==> src/rtl/vetris_input_ctrl.sv <==
// vetris_input_ctrl: player input front end for the CPU input register.
// Synchronises and debounces the four buttons, generates periodic gravity
// move-down requests, and posts one one-hot move request at a time into
// in_reg_data[3:0]. The CPU acknowledges by writing the whole register back.
module vetris_input_ctrl #(
    parameter int unsigned DEBOUNCE_CYCLES = 4,
    parameter int unsigned GRAVITY_CYCLES  = 1000,
    parameter int unsigned DROP_CNT_W      = 8
) (
    input  logic                  clk,
    input  logic                  rst,
    input  logic                  btn_left,
    input  logic                  btn_right,
    input  logic                  btn_down,
    input  logic                  btn_rotate,
    input  logic                  pause,
    input  logic                  final_isMoveOrWriteShape,
    input  logic [31:0]           input_reg_update,
    output logic [31:0]           in_reg_data,
    output logic                  gravity_tick,
    output logic [DROP_CNT_W-1:0] dropped_events
);

    localparam int unsigned DB_W = $clog2(DEBOUNCE_CYCLES + 1);
    localparam int unsigned GV_W = $clog2(GRAVITY_CYCLES);
    localparam logic [DB_W-1:0] DB_LAST = DB_W'(DEBOUNCE_CYCLES - 1);
    localparam logic [GV_W-1:0] GV_LAST = GV_W'(GRAVITY_CYCLES - 1);
    localparam int unsigned SUM_W = DROP_CNT_W + 3;

    // Bit order everywhere matches the request encoding: [0] down, [1] left,
    // [2] right, [3] rotate.
    logic [3:0]      w_btn_raw;
    logic [3:0]      r_sync1;
    logic [3:0]      r_sync2;
    logic [3:0]      r_db_lvl;
    logic [DB_W-1:0] r_db_cnt [4];
    logic [3:0]      w_db_done;
    logic [3:0]      w_press;

    logic [GV_W-1:0] r_grav_cnt;
    logic            w_grav_wrap;

    logic [3:0]      r_pend;
    logic [3:0]      w_accept;
    logic [3:0]      w_load_sel;
    logic            w_load_en;
    logic [3:0]      w_pend_nxt;
    logic [2:0]      w_ev_n;
    logic [2:0]      w_acc_n;
    logic [2:0]      w_drop_n;
    logic [SUM_W-1:0] w_drop_sum;

    assign w_btn_raw = {btn_rotate, btn_right, btn_left, btn_down};

    // Two-flop synchroniser for the raw asynchronous buttons.
    always_ff @(posedge clk or negedge rst) begin
        if (!rst) begin
            r_sync1 <= '0;
            r_sync2 <= '0;
        end else begin
            r_sync1 <= w_btn_raw;
            r_sync2 <= r_sync1;
        end
    end

    // Debounce qualification and press detection; a press is flagged in the
    // same cycle the debounced level rises so the event is not delayed further.
    always_comb begin
        for (int unsigned i = 0; i < 4; i++) begin
            w_db_done[i] = (r_sync2[i] != r_db_lvl[i]) && (r_db_cnt[i] == DB_LAST);
            w_press[i]   = w_db_done[i] && r_sync2[i];
        end
    end

    // Debounce counters: restart whenever the synced level agrees with the
    // debounced level, accept the new level once it has been stable long enough.
    always_ff @(posedge clk or negedge rst) begin
        if (!rst) begin
            r_db_lvl <= '0;
            for (int unsigned i = 0; i < 4; i++) begin
                r_db_cnt[i] <= '0;
            end
        end else begin
            for (int unsigned i = 0; i < 4; i++) begin
                if (r_sync2[i] == r_db_lvl[i]) begin
                    r_db_cnt[i] <= '0;
                end else if (w_db_done[i]) begin
                    r_db_lvl[i] <= r_sync2[i];
                    r_db_cnt[i] <= '0;
                end else begin
                    r_db_cnt[i] <= r_db_cnt[i] + 1'b1;
                end
            end
        end
    end

    assign w_grav_wrap = !pause && (r_grav_cnt == GV_LAST);

    // Gravity counter, frozen while paused, with a one-cycle tick on wrap.
    always_ff @(posedge clk or negedge rst) begin
        if (!rst) begin
            r_grav_cnt   <= '0;
            gravity_tick <= 1'b0;
        end else begin
            gravity_tick <= w_grav_wrap;
            if (!pause) begin
                r_grav_cnt <= w_grav_wrap ? '0 : r_grav_cnt + 1'b1;
            end
        end
    end

    // Event acceptance, load selection and dropped-event accounting.
    // Dropped = all events this cycle minus those that newly set a flag; this
    // covers pause drops, merges into set flags and the down/gravity collision.
    always_comb begin
        w_accept = '0;
        if (!pause) begin
            w_accept    = w_press & ~r_pend;
            w_accept[0] = (w_press[0] || w_grav_wrap) && !r_pend[0];
        end

        w_ev_n  = 3'(w_grav_wrap);
        w_acc_n = '0;
        for (int unsigned i = 0; i < 4; i++) begin
            w_ev_n  = w_ev_n + 3'(w_press[i]);
            w_acc_n = w_acc_n + 3'(w_accept[i]);
        end
        w_drop_n   = w_ev_n - w_acc_n;
        w_drop_sum = SUM_W'(dropped_events) + SUM_W'(w_drop_n);

        w_load_sel = '0;
        if (r_pend[0]) begin
            w_load_sel = 4'b0001;
        end else if (r_pend[3]) begin
            w_load_sel = 4'b1000;
        end else if (r_pend[1]) begin
            w_load_sel = 4'b0010;
        end else if (r_pend[2]) begin
            w_load_sel = 4'b0100;
        end
        w_load_en = !final_isMoveOrWriteShape && (in_reg_data[3:0] == 4'b0000) && (r_pend != 4'b0000);

        w_pend_nxt = (r_pend & ~(w_load_en ? w_load_sel : 4'b0000)) | w_accept;
    end

    // Pending flags and saturating dropped-event counter.
    always_ff @(posedge clk or negedge rst) begin
        if (!rst) begin
            r_pend         <= '0;
            dropped_events <= '0;
        end else begin
            r_pend <= w_pend_nxt;
            if (|w_drop_sum[SUM_W-1:DROP_CNT_W]) begin
                dropped_events <= '1;
            end else begin
                dropped_events <= w_drop_sum[DROP_CNT_W-1:0];
            end
        end
    end

    // Input register: CPU write-back wins, otherwise post a request into an idle field.
    always_ff @(posedge clk or negedge rst) begin
        if (!rst) begin
            in_reg_data <= '0;
        end else if (final_isMoveOrWriteShape) begin
            in_reg_data <= input_reg_update;
        end else if (w_load_en) begin
            in_reg_data[3:0] <= w_load_sel;
        end
    end

endmodule

==> config.mk <==
export PLATFORM = sky130hd
export DESIGN_NAME = vetris_input_ctrl
export DESIGN_NICKNAME = d
export VERILOG_FILES = /design/src/rtl/vetris_input_ctrl.sv
export SDC_FILE = /design/constraint.sdc
export NUM_CORES = 1
export LEC_CHECK = 0
export CORE_AREA = 2 2 110 112
export CTS_BUF_LIST = sky130_fd_sc_hd__clkbuf_4
export DETAILED_ROUTE_END_ITERATION = 8
export DIE_AREA = 0 0 112 114
export SYNTH_ARGS = -nofsm -noshare
export SYNTH_HDL_FRONTEND = slang
export SYNTH_SLANG_ARGS = --single-unit
export TNS_END_PERCENT = 50
==> constraint.sdc <==
create_clock -name clk -period 4.69 [get_ports clk]
set_input_delay 0.938 -clock clk [delete_from_list [all_inputs] [get_ports clk]]
set_output_delay 0.938 -clock clk [all_outputs]
set_load 0.02 [all_outputs]
Word-level counts from Yosys, hierarchy flattened
Index checks and enable logic that the tools add are counted.
{"block": "op_classes", "add_sub_neg": 14, "eq_ne": 13, "muxes": 18, "bitwise_logic": 9, "n_reduce_logical": 24}
{"operator": "3-bit two-way mux", "n": 10}
{"operator": "4-bit two-way mux", "n": 6}
{"operator": "3-bit by 1-bit adder with 3-bit output (second input constant)", "n": 4}
{"operator": "3-bit by 2-bit == test with 1-bit output (second input constant)", "n": 4}
{"operator": "1-bit logical AND", "n": 12}
{"operator": "10-bit by 1-bit adder with 10-bit output (second input constant)", "n": 1}
{"operator": "10-bit == test (second input constant)", "n": 1}
{"operator": "10-bit two-way mux", "n": 1}
{"operator": "3-bit by 1-bit adder with 3-bit output", "n": 3}
{"operator": "8-bit by 3-bit adder with 9-bit output", "n": 1}
{"operator": "4-bit bitwise AND", "n": 2}
{"operator": "8-bit two-way mux", "n": 1}
{"operator": "4-bit NOT", "n": 2}
{"operator": "2-bit AND reduction", "n": 4}
{"operator": "2-bit by 1-bit adder with 3-bit output", "n": 2}
{"operator": "1-bit by 1-bit adder with 2-bit output", "n": 2}
{"operator": "1-bit == test", "n": 4}
{"operator": "4-bit logical NOT", "n": 1}
{"operator": "1-bit != test", "n": 4}
{"operator": "1-bit NOT", "n": 4}
{"operator": "4-bit OR", "n": 1}
{"operator": "4-bit nonzero test", "n": 1}
{"operator": "1-bit logical NOT", "n": 3}
{"operator": "3-bit OR reduction", "n": 1}
{"operator": "other kinds (3)", "n": 3}
{"block": "totals", "ff_bits": 79, "input_bits": 40, "out_inout_bits": 41, "word_cells": 94}

Logic depth before layout (Yosys ltp)
Gate-level depths: netlist of the first run.
{"block": "logic_depth", "ltp_word": 13, "depth_mapped": 17, "depth_no_buf": 17}

Least setup slack after synthesis of the first run
No wires, ideal clock.
{"block": "synth_timing", "path_kind": "input -> register", "startpoint": "in pause", "endpoint": "reg dropped_events[2]", "setup_time_ns": 0.083, "t_arrival_ns": 5.235, "path_slack_ns": -0.628, "cell_stages": 15, "path_buffers": 1, "cell_sequence": "nor2b_1 buf_2 nand3_1 a211o_1 fa_1 fa_1 fa_1 inv_1 fa_1 fa_1 fa_1 nor2b_1 nor2_1 or3_1 o21ai_0"}
{"block": "synth_via", "elab_chain_cells": 12, "elab_cells_between_ends": 16, "classes_between": "add/sub: 9; mux: 2; reduce/logical: 5"}
{"element": "start, declared", "line": "16", "text": "input logic pause,"}
{"element": "branches (longest 8 deep; another with 2-bit by 1-bit adder with 3-bit output)"}
{"element": "3-bit subtractor (*)", "line": "128", "text": "w_drop_n = w_ev_n - w_acc_n;"}
{"element": "8-bit by 3-bit adder with 9-bit output (*)", "line": "129", "text": "w_drop_sum = SUM_W'(dropped_events) + SUM_W'(w_drop_n);"}
{"element": "3-bit OR reduction", "line": "153", "text": "if (|w_drop_sum[SUM_W-1:DROP_CNT_W]) begin"}
{"element": "8-bit two-way mux (*)", "line": "153"}
{"element": "end signal, assigned", "line": "156", "text": "dropped_events <= w_drop_sum[DROP_CNT_W-1:0];"}
{"element": "end, declared", "line": "21", "text": "output logic [DROP_CNT_W-1:0] dropped_events"}
Every way passes the cells marked *.
A chain may end at the register's enable or synchronous reset.

Worst setup path after layout of the first run
{"block": "layout_timing", "startpoint": "reg r_grav_cnt[1]", "endpoint": "reg dropped_events[3]"}
{"block": "layout_via", "elab_chain_cells": 12, "elab_cells_between_ends": 16, "classes_between": "add/sub: 9; eq/ne: 1; mux: 2; reduce/logical: 4"}
{"element": "start, declared", "line": "40", "text": "logic [GV_W-1:0] r_grav_cnt;"}
{"element": "start signal, assigned", "line": "107", "text": "r_grav_cnt <= w_grav_wrap ? '0 : r_grav_cnt + 1'b1;"}
{"element": "10-bit == test (*)", "line": "97", "text": "assign w_grav_wrap = !pause && (r_grav_cnt == GV_LAST);"}
{"element": "1-bit logical AND (*)", "line": "97"}
{"element": "branches (longest 6 deep; another with 2-bit by 1-bit adder with 3-bit output)"}
{"element": "3-bit subtractor (*)", "line": "128"}
{"element": "8-bit by 3-bit adder with 9-bit output (*)", "line": "129"}
{"element": "3-bit OR reduction", "line": "153"}
{"element": "8-bit two-way mux (*)", "line": "153"}
Marks and branches as above.

==> results.py, run 1 <==
metrics = {
    "sta": {
        "rsz0062_at_grt": "true",
        "hold_viol_final": 0,
        "final_max_slew_viol_count": 0,
        "fmax_mhz": 213,
        "timing_worst_slew_pin_value_ns": 0.999,
        "period_needed_ns": 4.70,
        "slew_headroom_pct": 33.4,
        "period_share_pct": 100,
        "setup_viol": 4,
        "holdWs_ns": 0.362,
        "setup_ws_ns": -0.0133,
        "finClkSkew_ns": 0.0140,
    },
    "cts": {
        "cts-root-buf": "clkbuf_4",
        "htree_levels": 3,
        "clkSlewWorstSetupHoldPaths_ns": 0.13,
        "clock_latency_ns": 0.42,
        "cts_max_path_buffers": 2,
        "cts_tree": "yes",
        "cts.sinks": 79,
        "cts_inserted_buffers": 9,
    },
    "power_and_ir_drop": {
        "switchingPower_w": 0.000697,
        "seqPwrFrac_pct": 45.3,
        "combinationalPowerShare_pct": 35.8,
        "internal_power_w": 0.00140,
        "p_leak_nw": 2.07,
        "switching_share_pct": 33.3,
        "ir_drop_uv": 137,
        "fin_total_pwr_w": 0.00209,
        "power_density_mw_per_mm2": 440,
        "pwr-share-clk_pct": 19.0,
    },
    "global_route": {
        "grt_use_total_pct": 11.2,
        "grt_overflow": 0,
        "grt_pass1_wl_um": 11300,
        "antenna_found_initial": 0,
        "grt_pass1_vias": 2404,
        "grt_max_degree": 80,
    },
    "routing": {
        "via_count": 2371,
        "drt-vias-per-instance": 4.48,
        "drt_wl_total_um": 6740,
        "wl_per_cell_um": 12.7,
        "drcViolationCount": 0,
        "drt_iter0_drc": 66,
        "ant_nets": 0,
        "dr.pass1.iters": 4,
    },
    "synthesis": {
        "yosysWarningCount": 0,
        "synthMuxAreaShare_pct": 11.2,
        "synth_edf_count": 0,
        "yosysUniqueCellTypes": 40,
        "ys.flop_type": "dfrtp_1",
        "syn_avg_cell_area_um2": 12.8,
        "syn_area_mm2": 0.00341,
        "synth_top_family_by_area": "simple AND/OR/NAND/NOR gates",
        "seq_area_frac_synth_pct": 58.0,
        "ys_ff_latch": 79,
        "synth-xor-area-share_pct": 3.34,
        "synth-compound-area-share_pct": 3.89,
        "async_flop_share_pct": 100,
        "synth_fa_ha_area_share_pct": 6.83,
        "syn-instance-count": 266,
        "synth-simple-area-share_pct": 14.2,
        "synth_nets": 321,
    },
    "finish": {
        "final_util_pct": 40.6,
        "diodes": 0,
        "fin_nets": 432,
        "area_delta_synth_final_pct": 39.6,
        "final_layout_size_suffix_gt1_share_pct": 26.2,
    },
    "setup_path": {
        "worst-endpoint-required_ns": 5.05,
        "cp_slowest_cell": "fa_1",
        "crit_type": "reg -> reg",
        "max_stage_delay_ns": 0.53,
        "r2r_slack_ns": -0.01,
        "cp_max_fo": 5,
        "cp-start-kind": "flip-flop",
        "critPathCaptureType": "flip-flop",
        "path_cells": "ha_2 -> and4bb_2 -> nand3_2 -> a211o_1 -> fa_1 -> fa_1 -> fa_1 -> inv_2 -> fa_2 -> fa_2 -> buf_4 -> fa_2 -> nor2b_4 -> nor2_4 -> or3_4 -> nand2_1",
        "crit_arrival_ns": 5.06,
    },
    "floorplanning": {
        "initial_core_util_pct": 29.1,
        "rows": 40,
        "fp.dieH_um": 114,
        "dieWidth_um": 112,
        "dieArea_mm2": 0.0128,
        "core-area_mm2": 0.0117,
        "io_pins": 81,
    },
    "place": {
        "routabilityCongestion": 0.827,
        "hpwlAfterDp_um": 4740,
        "dp_slack_ns": -0.916,
        "port_buffers": 80,
    },
    "hold_path": {
        "hold_path_class": "reg -> reg",
    },
    "outcome": {
        "status": "finished, violations left",
        "failed_checks": "setup timing",
    },
    "flow_run": {
        "max-cap-violations": 0,
    },
}
-- kinds of logic after synthesis --
kind of cell / Yosys count
mux: 34
buf+inv: 20
flops: 79
fa+ha+maj: 15
compound gates: 20
simple gates: 85
xor+xnor: 13
-- path summary, 6_finish.rpt --
kind,startpoint,endpoint,cells past startpoint
max in group asynchronous,rst,r_db_lvl[1],1
min in group asynchronous,rst,r_grav_cnt[4],1
hold reg to reg,r_sync1[2],r_sync2[2],0
setup / recovery,r_grav_cnt[1],dropped_events[3],16
hold / removal,r_sync1[2],r_sync2[2],0
setup reg to reg,r_grav_cnt[1],dropped_events[3],16
-- cell usage in the layout, fill, tap and decap left out, types with 2 or more instances in the layout --
| cell type | netlist | routed |
|---|---|---|
| nor3_1 | 8 | 7 |
| inv_1 | 13 | 11 |
| inv_2 | 1 | 3 |
| nand3_1 | 5 | 4 |
| ha_1 | 9 | 7 |
| nor2_1 | 12 | 11 |
| nor3_2 | 1 | 2 |
| fa_1 | 6 | 3 |
| a21oi_1 | 3 | 2 |
| clkdlybuf4s50_1 | 0 | 78 |
| nor3b_2 | 0 | 2 |
| mux2_2 | 33 | 32 |
| nand3_2 | 1 | 2 |
| fa_2 | 0 | 3 |
| nand2b_1 | 6 | 6 |
| o21ai_0 | 7 | 5 |
| nor3b_1 | 9 | 7 |
| nand3b_1 | 2 | 2 |
| xnor2_1 | 8 | 8 |
| buf_4 | 0 | 27 |
| nor2b_2 | 0 | 2 |
| clkbuf_4 | 0 | 9 |
| a2bb2oi_1 | 2 | 2 |
| and2_1 | 2 | 2 |
| clkinvlp_4 | 0 | 2 |
| nand2_1 | 22 | 22 |
| dfrtp_1 | 79 | 79 |
| clkinv_2 | 0 | 3 |
| o21bai_1 | 2 | 2 |
| xor2_1 | 5 | 5 |
| nor2b_1 | 8 | 5 |
| nand4_1 | 2 | 2 |
-- synthesized netlist by cell type (all sizes together) (3+ instances only) --
library cell	count	area share [%]
o21ai	7	1.0
mux2	33	11
nor3b	9	2.0
dfrtp	79	58
nand2	22	2.4
xnor2	8	2.1
ha	9	3.3
nor2	12	1.3
buf	4	0.77
a21oi	3	0.44
nand2b	6	1.1
fa	6	3.5
inv	14	1.5
nand3	6	1.0
nor3	9	1.5
nor2b	8	1.5
xor2	5	1.3
-- sequential cells by signal, indices dropped and copies added (netlist names) --
name	flops
dropped_events	8
gravity_tick	1
in_reg_data	32
r_db_cnt	12
r_db_lvl	4
r_grav_cnt	10
r_pend	4
r_sync1	4
r_sync2	4
-- power groups by stage --
stage	clock network [W]	registers [W]	logic (W)
floorplan	0	0.00102	0.000354
global placement	0	0.000953	0.000703
detailed placement	0	0.000958	0.000721
CTS	0.000420	0.000947	0.000737
global route	0.000446	0.000970	0.000821
finish	0.000397	0.000947	0.000748
-- layer usage --
metal  global-route usage [%]  up-vias  share of wire (%)
met5                        0        -                  0
met4                     5.61        0                2.2
met3                     4.57       12                8.4
met2                     17.3       71                 46
met1                     13.7     1158                 43
li1                         -     1130                  -
-- metrics by stage --
step	setup TNS [ns]	instance area [µm²]	std cells
2_1_floorplan	-1.88	3450	266
3_3_place_gp	-6.22	4560	508
3_5_place_dp	-6.47	4560	508
4_1_cts	-0.447	4710	527
5_1_grt	-1.32	4760	529
6_report	-0.0278	4760	529
-- layout make-up --
cell class	count	area (µm²)
tap	147	184
sequential	79	1980
clock inverter	7	63.8
timing repair buffer	106	988
fill	1146	6960
multi-input combinational	167	1420
clock buffer	9	67.6
inverter	14	52.6
-- what timing repair did --
item | CTS | global route
buffers inserted | 3 | 2
hold buffers | 0 | 0
endpoints found under the setup margin | 8 | 8
gates resized for setup | 7 | 8
pin swaps | 7 | 6
-- critical path: cells and delay by family, from the launching register on --
| kind | cells | cell delay [ns] |
|---|---|---|
| adders and majority gates | 7 | 2.77 |
| and+or+nand+nor | 6 | 1.00 |
| DFF | 1 | 0.38 |
| AOI/OAI and AO/OA | 1 | 0.29 |
| buffers and inverters | 2 | 0.19 |
No activity file was read; power rests on OpenSTA's default activity.
==> run 2, diff against run 1 <==
--- a/config.mk
+++ b/config.mk
@@ -7,6 +7,7 @@
 export LEC_CHECK = 0
 export CORE_AREA = 2 2 110 112
 export CTS_BUF_LIST = sky130_fd_sc_hd__clkbuf_4
+export CTS_CLUSTER_DIAMETER = 80
 export DETAILED_ROUTE_END_ITERATION = 8
 export DIE_AREA = 0 0 112 114
 export SYNTH_ARGS = -nofsm -noshare
==> results of run 2 <==
Same layout as run 1: the final DEF is identical, and so are final timing and power.
